--- src/rtl/ssd_pkg.sv ---
// rtl/ssd_pkg.sv - shared constants and helpers for the seven-segment scan driver
package ssd_pkg;

  localparam logic [6:0] CHAR_DASH = 7'h40;

  // Active-high {g,f,e,d,c,b,a} patterns, entry 15 first.
  localparam logic [15:0][6:0] SEG_TABLE = {
    7'h71, 7'h79, 7'h5E, 7'h39, 7'h7C, 7'h77, 7'h6F, 7'h7F,
    7'h07, 7'h7D, 7'h6D, 7'h66, 7'h4F, 7'h5B, 7'h06, 7'h3F
  };

  function automatic logic [6:0] hex_to_seg(input logic [3:0] nib);
    return SEG_TABLE[nib];
  endfunction

  function automatic int ticks_per_digit(input int clk_hz, input int frame_hz, input int n_digits);
    return clk_hz / (frame_hz * n_digits);
  endfunction

endpackage

--- src/rtl/ssd_lz_mask.sv ---
// rtl/ssd_lz_mask.sv - leading-zero suppression mask, MSD downward
// Digit 0 is never masked so an all-zero value still shows a single 0.
module ssd_lz_mask #(
  parameter int N_DIGITS = 4
) (
  input  logic [4*N_DIGITS-1:0] num,
  output logic [N_DIGITS-1:0]   mask
);

  logic run;

  always_comb begin
    mask = '0;
    run  = 1'b1;
    for (int k = N_DIGITS - 1; k > 0; k--) begin
      run     = run & (num[4*k +: 4] == 4'd0);
      mask[k] = run;
    end
  end

endmodule

--- src/rtl/ssd_scan_ctrl.sv ---
// rtl/ssd_scan_ctrl.sv - multiplexed N-digit seven-segment driver with frame-synchronous load
// Define SSD_DIM_EN to build the PWM brightness sub-phase logic.
module ssd_scan_ctrl
  import ssd_pkg::*;
#(
  parameter int N_DIGITS   = 4,
  parameter int CLK_HZ     = 100_000_000,
  parameter int FRAME_HZ   = 400,
  parameter int DIM_BITS   = 3,
  parameter int ACTIVE_LOW = 1
) (
  input  logic                  clk,
  input  logic                  rst,
  input  logic                  i_load,
  input  logic [4*N_DIGITS-1:0] i_num,
  input  logic [N_DIGITS-1:0]   i_dp,
  input  logic [N_DIGITS-1:0]   i_blank,
  input  logic                  i_lz_en,
  input  logic [DIM_BITS-1:0]   i_bright,
  output logic                  o_ack,
  output logic [N_DIGITS-1:0]   o_digit_en,
  output logic [6:0]            o_seg,
  output logic                  o_dp
);

  localparam int TICKS = ticks_per_digit(CLK_HZ, FRAME_HZ, N_DIGITS);
  localparam int CNT_W = $clog2(TICKS);
  localparam int IDX_W = $clog2(N_DIGITS);
  localparam logic [CNT_W-1:0]    CNT_LAST = CNT_W'(TICKS - 1);
  localparam logic [IDX_W-1:0]    IDX_MSD  = IDX_W'(N_DIGITS - 1);
  localparam logic [N_DIGITS-1:0] AN_OFF   = {N_DIGITS{(ACTIVE_LOW != 0)}};
  localparam logic [6:0]          SEG_OFF  = {7{(ACTIVE_LOW != 0)}};
  localparam logic                DP_OFF   = (ACTIVE_LOW != 0);

  logic [CNT_W-1:0]      slot_cnt;
  logic [IDX_W-1:0]      idx;
  logic [4*N_DIGITS-1:0] disp_num, pend_num;
  logic [N_DIGITS-1:0]   disp_dp, pend_dp, disp_blank, pend_blank;
  logic                  pend_valid;
  logic                  slot_end, frame_end, commit;
  logic                  lit;
  logic [N_DIGITS-1:0]   lz_mask;

  assign slot_end  = (slot_cnt == CNT_LAST);
  assign frame_end = slot_end && (idx == '0);
  assign commit    = frame_end && (pend_valid || i_load);

  always_ff @(posedge clk or posedge rst) begin
    if (rst) begin
      slot_cnt <= '0;
      idx      <= IDX_MSD;
    end else begin
      slot_cnt <= slot_end ? '0 : slot_cnt + 1'b1;
      if (slot_end)
        idx <= (idx == '0) ? IDX_MSD : idx - 1'b1;
    end
  end

  // A load landing on the commit cycle bypasses the pending register.
  always_ff @(posedge clk or posedge rst) begin
    if (rst) begin
      pend_valid <= 1'b0;
      pend_num   <= '0;
      pend_dp    <= '0;
      pend_blank <= '0;
      disp_num   <= '0;
      disp_dp    <= '0;
      disp_blank <= '0;
      o_ack      <= 1'b0;
    end else begin
      if (i_load) begin
        pend_num   <= i_num;
        pend_dp    <= i_dp;
        pend_blank <= i_blank;
      end
      if (frame_end)
        pend_valid <= 1'b0;
      else if (i_load)
        pend_valid <= 1'b1;
      if (commit) begin
        disp_num   <= i_load ? i_num   : pend_num;
        disp_dp    <= i_load ? i_dp    : pend_dp;
        disp_blank <= i_load ? i_blank : pend_blank;
      end
      o_ack <= commit;
    end
  end

`ifdef SSD_DIM_EN
  localparam int SUB_LEN = TICKS >> DIM_BITS;
  localparam int SUB_W   = (SUB_LEN > 1) ? $clog2(SUB_LEN) : 1;
  localparam logic [SUB_W-1:0] SUB_LAST = SUB_W'(SUB_LEN - 1);

  logic [SUB_W-1:0]    sub_cnt;
  logic [DIM_BITS-1:0] phase;

  // The phase saturates at its maximum, so remainder cycles stay in the last sub-phase.
  always_ff @(posedge clk or posedge rst) begin
    if (rst) begin
      sub_cnt <= '0;
      phase   <= '0;
    end else if (slot_end) begin
      sub_cnt <= '0;
      phase   <= '0;
    end else if (sub_cnt == SUB_LAST) begin
      sub_cnt <= '0;
      if (phase != '1)
        phase <= phase + 1'b1;
    end else begin
      sub_cnt <= sub_cnt + 1'b1;
    end
  end

  assign lit = (phase <= i_bright);
`else
  logic unused_bright;
  assign unused_bright = ^i_bright;
  assign lit = 1'b1;
`endif

  ssd_lz_mask #(.N_DIGITS(N_DIGITS)) u_lz_mask (
    .num  (disp_num),
    .mask (lz_mask)
  );

  logic [3:0]          nib;
  logic                dark;
  logic [6:0]          seg_hi;
  logic                dp_hi;
  logic [N_DIGITS-1:0] an_hi;

  // Slot cycle 0 keeps every anode off so the previous digit cannot ghost.
  always_comb begin
    nib    = disp_num[4*idx +: 4];
    dark   = disp_blank[idx] | (i_lz_en & lz_mask[idx]);
    seg_hi = dark ? 7'h00 : hex_to_seg(nib);
    dp_hi  = ~dark & disp_dp[idx];
    an_hi  = ((slot_cnt != '0) && lit) ? (N_DIGITS'(1) << idx) : '0;
  end

  always_ff @(posedge clk or posedge rst) begin
    if (rst) begin
      o_digit_en <= AN_OFF;
      o_seg      <= SEG_OFF;
      o_dp       <= DP_OFF;
    end else begin
      o_digit_en <= an_hi ^ AN_OFF;
      o_seg      <= seg_hi ^ SEG_OFF;
      o_dp       <= dp_hi ^ DP_OFF;
    end
  end

endmodule
--- config.mk ---
export PLATFORM = sky130hd
export DESIGN_NAME = ssd_scan_ctrl
export DESIGN_NICKNAME = d
export VERILOG_FILES = /design/src/rtl/ssd_pkg.sv /design/src/rtl/ssd_lz_mask.sv /design/src/rtl/ssd_scan_ctrl.sv
export SDC_FILE = /design/constraint.sdc
export NUM_CORES = 1
export LEC_CHECK = 0
export BUFFER_PORTS_ARGS = -buffer_cell sky130_fd_sc_hd__buf_4
export CAP_MARGIN = 15
export CORE_MARGIN = 2
export CORE_UTILIZATION = 52
export DETAILED_ROUTE_END_ITERATION = 8
export PLACE_DENSITY = 0.75
export SLEW_MARGIN = 20
export SYNTH_ARGS = -nofsm -noshare
export SYNTH_HDL_FRONTEND = slang
export SYNTH_SLANG_ARGS = --single-unit
--- constraint.sdc ---
create_clock -name clk -period 2.6 [get_ports clk]
set_input_delay 0.52 -clock clk [delete_from_list [all_inputs] [get_ports clk]]
set_output_delay 0.52 -clock clk [all_outputs]
set_load 0.02 [all_outputs]
==> results list, run 1 <==
- Die H: 88.9 µm
- The analysis attributes to cell leakage a power of 1.97 nW.
- Share of the synthesized area in the top cell type: 44.0%
* Routed length per instance: 15.2 µm
- Die area: 7910 µm²
- The congestion estimate from routability-driven global placement came to 0.838.
- Yosys cell types: 46
- Wires add up to 6570 µm.
* Max Clk Rate: 423 MHz
- Vias: 2328
- Clock-pin slew was measured on the worst setup and hold paths at 0.07 ns.
- Of the synthesized area, sequential elements account for 53.8%.
- Buffers added to address setup during post-CTS repair amount to 0.
- Post-synthesis instance area: 3750 µm²
* Gate count of the mapped netlist: 285
* Area growth, synth to finish: 16.6%
- Number of detailed-route iterations in the first pass: 4
- For this run, design rule violations remaining after detail routing come to 0.
* Number of endpoints with negative hold slack in the final report: 0
* HP Class: in -> async
- The biggest area contributor in the post-synthesis netlist is dfrtp_1.
* Number of enable flip-flop cells after synthesis: 0
- Number of rows created at floorplan: 30
- After routing, the total negative slack on setup checks comes to 0 ns.
- Maximum capacitance violations: 0
- Starting Density: 54.6%
- Cells fill 63.7% of the core in the end.
- The average instance in the mapped netlist occupies 13.2 µm².
* Max-slew headroom at the worst pin: 59.7%
- Worst setup skew after layout: 0.00998 ns
- The number of antenna violations at the first check in global routing is 0.
- Global routing consumed, over all layers together, 17.9% of the routing resources.
- Setup repair after global routing left no endpoint under its margin.
- Largest fanout of any net on the critical path: 19
- The total overflow left after global routing is 0.
* Area of the placeable core: 6870 µm²
- The worst path needs 2.36 ns of the cycle, external delays included.
* Clock tree from TritonCTS: done
- Number of levels the H-tree was split into: 3
- For the worst setup path, the data required time is 2.83 ns.
- Hold repair after CTS inserted 0 buffers.
- 0 antenna diodes ended up in the layout.
- After routing the design area is 4380 µm².
- PwrDens: 551 nW/µm²
- Status: finished, final reports clean
- The count of buffers added on input and output ports is 40.
- Counting flops with an async set or reset pin after synthesis yields a share of 100%.
* Area of placed instances: 4160 µm²
* Max VDD drop: 308 µV
- Fillers: 532
* Pins over their slew limit: 0
* Commonest non-fill, non-tap cell in the layout: dfrtp_1
- Final total power: 0.00241 W
* Data arrival time of the worst path: 2.59 ns
* Worst Tran Pin Value: 0.600 ns
* Period utilisation layout: 90.9%
- The detailed router finished its first iteration with 133 violations.
* Share of post-route cells with drive strength above 1: 38.5%
* Top-level I/O count: 44
- The net count of the finished layout is 374.
* Buffers from clock root to sink, at most: 2
* Primary FF master, synth: dfrtp_1
- Largest net degree at the start of global routing: 81
* Ys Warns: 0
- Number of buffers added by the clock tree synthesis step: 9
- First-pass GRT wire length: 10800 µm
- Post-CTS sizing: 0
* Vias per cell: 5.40
* # setup viols final: 0
* Vias in the first global route: 2278
* Type of element launching the critical path: flip-flop
* Top post-synthesis cells by area: dfrtp_1 44%, mux2_2 9.9%, dfstp_2 9.8%
* Category of the critical setup timing path: reg -> reg
- The clock drives 80 sinks.
- Net count of the mapped netlist: 328
- Type of element capturing the critical path: flip-flop
- Commonest cells after routing, fill and taps aside: 66 x dfrtp_1, 46 x buf_4, 33 x mux2_2, 16 x nor2_1
- The count of nets left with antenna violations once routing finished came out at 0.
* Die W: 88.9 µm
* Root Driver: clkbuf_8
* Flip-flop and latch count after synthesis: 80
- At the later pin of the worst-skew pair, clock insertion delay measures 0.34 ns.
- Post-detailed-placement half-perimeter wirelength: 4440 µm
stage by stage:
step           setup slack (ns)  hold WS, ns  cells
4_1_cts                   0.239        0.282    431
2_1_floorplan            0.0514        0.452    285
6_report                  0.237        0.248    431
3_5_place_dp              0.242        0.478    416
5_1_grt                  0.0615        0.310    431
3_3_place_gp              0.336        0.465    416
final timing paths:
path	from	to	slack [ns]	depth (start not counted)
max in group asynchronous	rst	idx[0]	1.96	3
worst min register to register	slot_cnt[0]	slot_cnt[0]	0.49	1
worst max-delay path	idx[0]	o_seg[0]	0.24	8
min in group clk	i_dp[1]	pend_dp[1]	0.43	2
worst max register to register	idx[0]	o_seg[0]	0.24	8
worst min-delay path	rst	disp_blank[1]	0.25	3
critical path: stages (launching register included):
cell and delay (ns):
dfstp_2 0.55, buf_4 0.27, mux4_2 0.41, inv_1 0.15, ha_1 0.23, inv_1 0.11
o21ai_0 0.08, o221ai_1 0.14, o311ai_0 0.32
registers in the layout, indices dropped and copies added (netlist names):
register	flops
disp_dp	4
disp_num	16
slot_cnt	16
idx	2
o_digit_en	4
o_ack	1
pend_num	16
pend_dp	4
pend_blank	4
o_seg	7
disp_blank	4
o_dp	1
pend_valid	1
layout make-up:
type                       count  area [µm²]  area share (%)
tap                           96         120            2.75
sequential                    80        2020            46.2
timing repair buffer          47         365            8.35
clock buffer                  12         155            3.55
clock inverter                 3        65.1            1.49
multi-input combinational    184        1620            36.9
inverter                       9        33.8           0.772
where the power goes:
group          total (W)  internal (W)  leakage (nW)  switching [W]
clock            0.00100      0.000587         0.112       0.000415
sequential       0.00129       0.00128         0.993     0.00000842
combinational   0.000121     0.0000643         0.869      0.0000566
total            0.00241       0.00193          1.97       0.000480
synth_stat cells (7+ instances only):
library cell and n:
dfrtp_1 66, mux2_2 33, nor2_1 16, dfstp_2 14, nand3_1 14, ha_1 12, xnor2_1 12, mux2_4 10
nand2_1 10, inv_1 9, mux2_1 9, a21oi_1 8, clkbuf_1 7, mux2i_1 7, nor3_1 7
cell families after synthesis:
logic type,Yosys count,share of synthesized area (%)
DFF,80,53.8
and+or+nand+nor,73,10.7
muxes,64,21.5
buffers and inverters,21,3.07
AOI/OAI and AO/OA,20,3.37
xor gates and xnor gates,15,3.50
adders and majority gates,12,4.00
metal layers:
| metal | GRT usage, % | part of all wire [%] | wire (µm) |
|---|---|---|---|
| met4 | 8.14 | 1.7 | 109 |
| met2 | 26.6 | 46 | 3040 |
| met1 | 25.7 | 48 | 3170 |
| met3 | 3.42 | 3.9 | 253 |
| met5 | 0 | 0 | 0 |
Power figures use the tool's default switching activity.
==> run 2: changes to the inputs <==
- CORE_UTILIZATION: 52 -> 54
- CTS_BUF_LIST: not set -> sky130_fd_sc_hd__clkbuf_2 sky130_fd_sc_hd__clkbuf_4 sky130_fd_sc_hd__clkbuf_8
- HOLD_SLACK_MARGIN: not set -> 0.06
- PLACE_DENSITY: 0.75 -> 0.78
==> results list, run 2 (synthesis gave the netlist of run 1 again) <==
- Smallest setup slack after layout: 0.317 ns (+0.0796 ns)
- The average detailed-routed wire length per instance came to 15.7 µm (+2.9%).
- The share of cells above drive strength 1 was 39.0% (+0.48 points).
- TritonCTS built the clock tree.
* Vias per cell: 5.56 (+3.0%)
- Worst Tran Pin Value: 0.369 ns (-0.231 ns)
- Largest net degree at the start of global routing: 52 (-36%)
* Clock transition time at the flip-flop clock pins of the worst setup and hold paths: 0.08 ns (about the same)
* Number of detailed-route iterations in the first pass: 4 (unchanged)
* Max-slew headroom at the worst pin: 75.1% (+15 points)
* Starting Density: 55.5% (+0.91 points)
* Die W: 87.3 µm (-1.8%)
- The number of buffers inserted by port buffering is 40 (unchanged).
- Clock net sink count: 80 (unchanged)
- The peak per-stage delay on the critical path was 0.59 ns (+0.04 ns).
- The number of global-route vias before repair is 2247 (-1.4%).
* Number of levels the H-tree was split into: 3 (unchanged)
* First-pass GRT wire length: 10900 µm (+1.4%)
- Number of rows created at floorplan: 30 (unchanged)
- The number of resized instances in the post-cts repair step was 0 (unchanged).
- Number of buffers added by the clock tree synthesis step: 9 (unchanged)
- Traced cell by cell, the critical path runs through mux4_2 -> inv_1 -> ha_1 -> inv_1 -> o21ai_0 -> o221ai_1 -> o311ai_0.
* Drt drc: 0 (unchanged)
* Max Clk Rate: 438 MHz (+3.5%)
* Category of the critical setup timing path: reg -> reg
- Detailed Route WL: 6530 µm (-0.64%)
* HP Class: in -> async
- Max VDD drop: 399 µV (+29%)
- PwrDens: 582 nW/µm² (+5.6%)
- Setup repair after global routing left no endpoint under its margin.
* Vias: 2314 (-0.60%)
- Crit-path most repeated cell: inv_1
- Period utilisation layout: 87.8% (-3.1 points)
- The cell sitting at the root of the clock tree is a clkbuf_8.
- CP Data Required Time: 2.84 ns (about the same)
* Largest registers: disp_num: 16 flops, pend_num: 16 flops, slot_cnt: 16 flops
- The depth of the worst register-to-register path is 7 (-1).
- In this run the critical register-to-register path is captured at o_seg[0].
* Origin of the critical flop-to-flop path: idx[1]
* Number of antenna violations at the first check in global routing: 0 (unchanged)
- The die area came to 7630 µm² (-3.5%).
- Top-level I/O count: 44 (unchanged)
- The slowest stage of the critical path is the dfstp_2 cell.
- The final layout net count is 375 (+0.27%).
- Aggregate negative setup slack: 0 ns (unchanged)
- Number of antenna diodes: 0 (unchanged)
- Tmin final: 2.28 ns (-0.0796 ns)
- The vertical die dimension is 87.3 µm (-1.8%).
- The detailed-placement wirelength estimate was 4500 µm (+1.6%).
- Leaving out fill and tap cells, the most frequent cell in the layout is dfrtp_1.
- The worst setup slack after placement came to 0.365 ns (+0.122 ns).
- The deepest clock path buffer count was 2 (unchanged).
- The static leakage power was 1.99 nW (+1.0%).
- Number of endpoints with negative hold slack in the final report: 0 (unchanged)
- The final setup violation count is 0 (unchanged).
- Initial DRC count: 168 (+26%)
- The max-slew violation count came to 0 (unchanged).
* Post-CTS setup buffer count: 0 (unchanged)
- Commonest cells after routing, fill and taps aside: 66 x dfrtp_1, 46 x buf_4, 33 x mux2_2, 16 x nor2_1
* Antenna viol nets, final: 0 (unchanged)
- GR Overflow Total: 0 (unchanged)
- STA classifies the critical path startpoint as a flip-flop.
- Post-CTS Hold Fix Bufs: 0 (unchanged)
- The reg-to-reg setup timing slack was 0.32 ns (+0.08 ns).
* Later-pin clock latency in the skew report: 0.35 ns (about the same)
- Largest fanout of any net on the critical path: 5 (-14)
* Status: finished, final reports clean
- The all-layer global routing usage was 18.9% (+1.0 points).
- Post-route core utilization: 65.3% (+1.6 points)
- Area growth, synth to finish: 17.6%
* Area of the placeable core: 6760 µm² (-1.6%)
* Data arrival time of the worst path: 2.52 ns (-0.07 ns)
- Type of element capturing the critical path: flip-flop
- Global placement routability congestion: 0.825 (-1.6%)
- The final clock skew was 0.00726 ns (-0.00272 ns).
- The count of maximum capacitance violations came to 0 (unchanged).
[run 2: power by group]
part,leakage (nW),internal [W],total (W),switching (W)
registers,0.993,0.00128,0.00129,0.00000906
logic,0.876,0.0000643,0.000121,0.0000571
clock network,0.125,0.000727,0.00116,0.000430
[run 2: how the worst max path moves through the flow]
stage                      startpoint       endpoint  slack (ns)
after floorplan                   rst  disp_blank[0]        0.05
after global placement         idx[1]       o_seg[0]        0.38
after detailed placement  slot_cnt[7]     disp_dp[3]        0.36
after CTS                      idx[1]       o_seg[0]        0.32
after global routing           idx[1]       o_seg[0]        0.18
final                          idx[1]       o_seg[0]        0.32
[run 2: area by class of cell]
class	count	area, µm²
fill	504	2340
multi-input combinational	184	1620
clock inverter	6	133
sequential	80	2020
clock buffer	9	124
tap	80	100
inverter	9	33.8
timing repair buffer	48	385
[run 2: per-layer routing]
metal	GRT usage (%)	part of all wire, %	vias to the layer above
li1	-	-	1107
met1	26.3	47	1134
met2	28.0	47	62
met3	5.59	4.9	11
met4	7.27	1.5	0
met5	0	0	-
[run 2: worst max-delay path: cells and delay by family, from the launching register on]
kind	cells	cell delay, ns
multiplexers	1	0.58
flip-flops	1	0.59
adder cells (fa/ha/maj)	1	0.23
buffers and inverters	2	0.26
AO/OA/AOI/OAI	3	0.50
[run 2: stage by stage]
| stage | hold WS (ns) | power [W] | instances | instance area, µm² |
|---|---|---|---|---|
| final | 0.0789 | 0.00257 | 416 | 4410 |
| after global routing | 0.0805 | 0.00268 | 416 | 4410 |
| after CTS | 0.0740 | 0.00259 | 416 | 4410 |
| after detailed placement | 0.453 | 0.00144 | 401 | 4160 |
| after global placement | 0.456 | 0.00143 | 401 | 4160 |
| after floorplan | 0.452 | 0.00138 | 285 | 3750 |
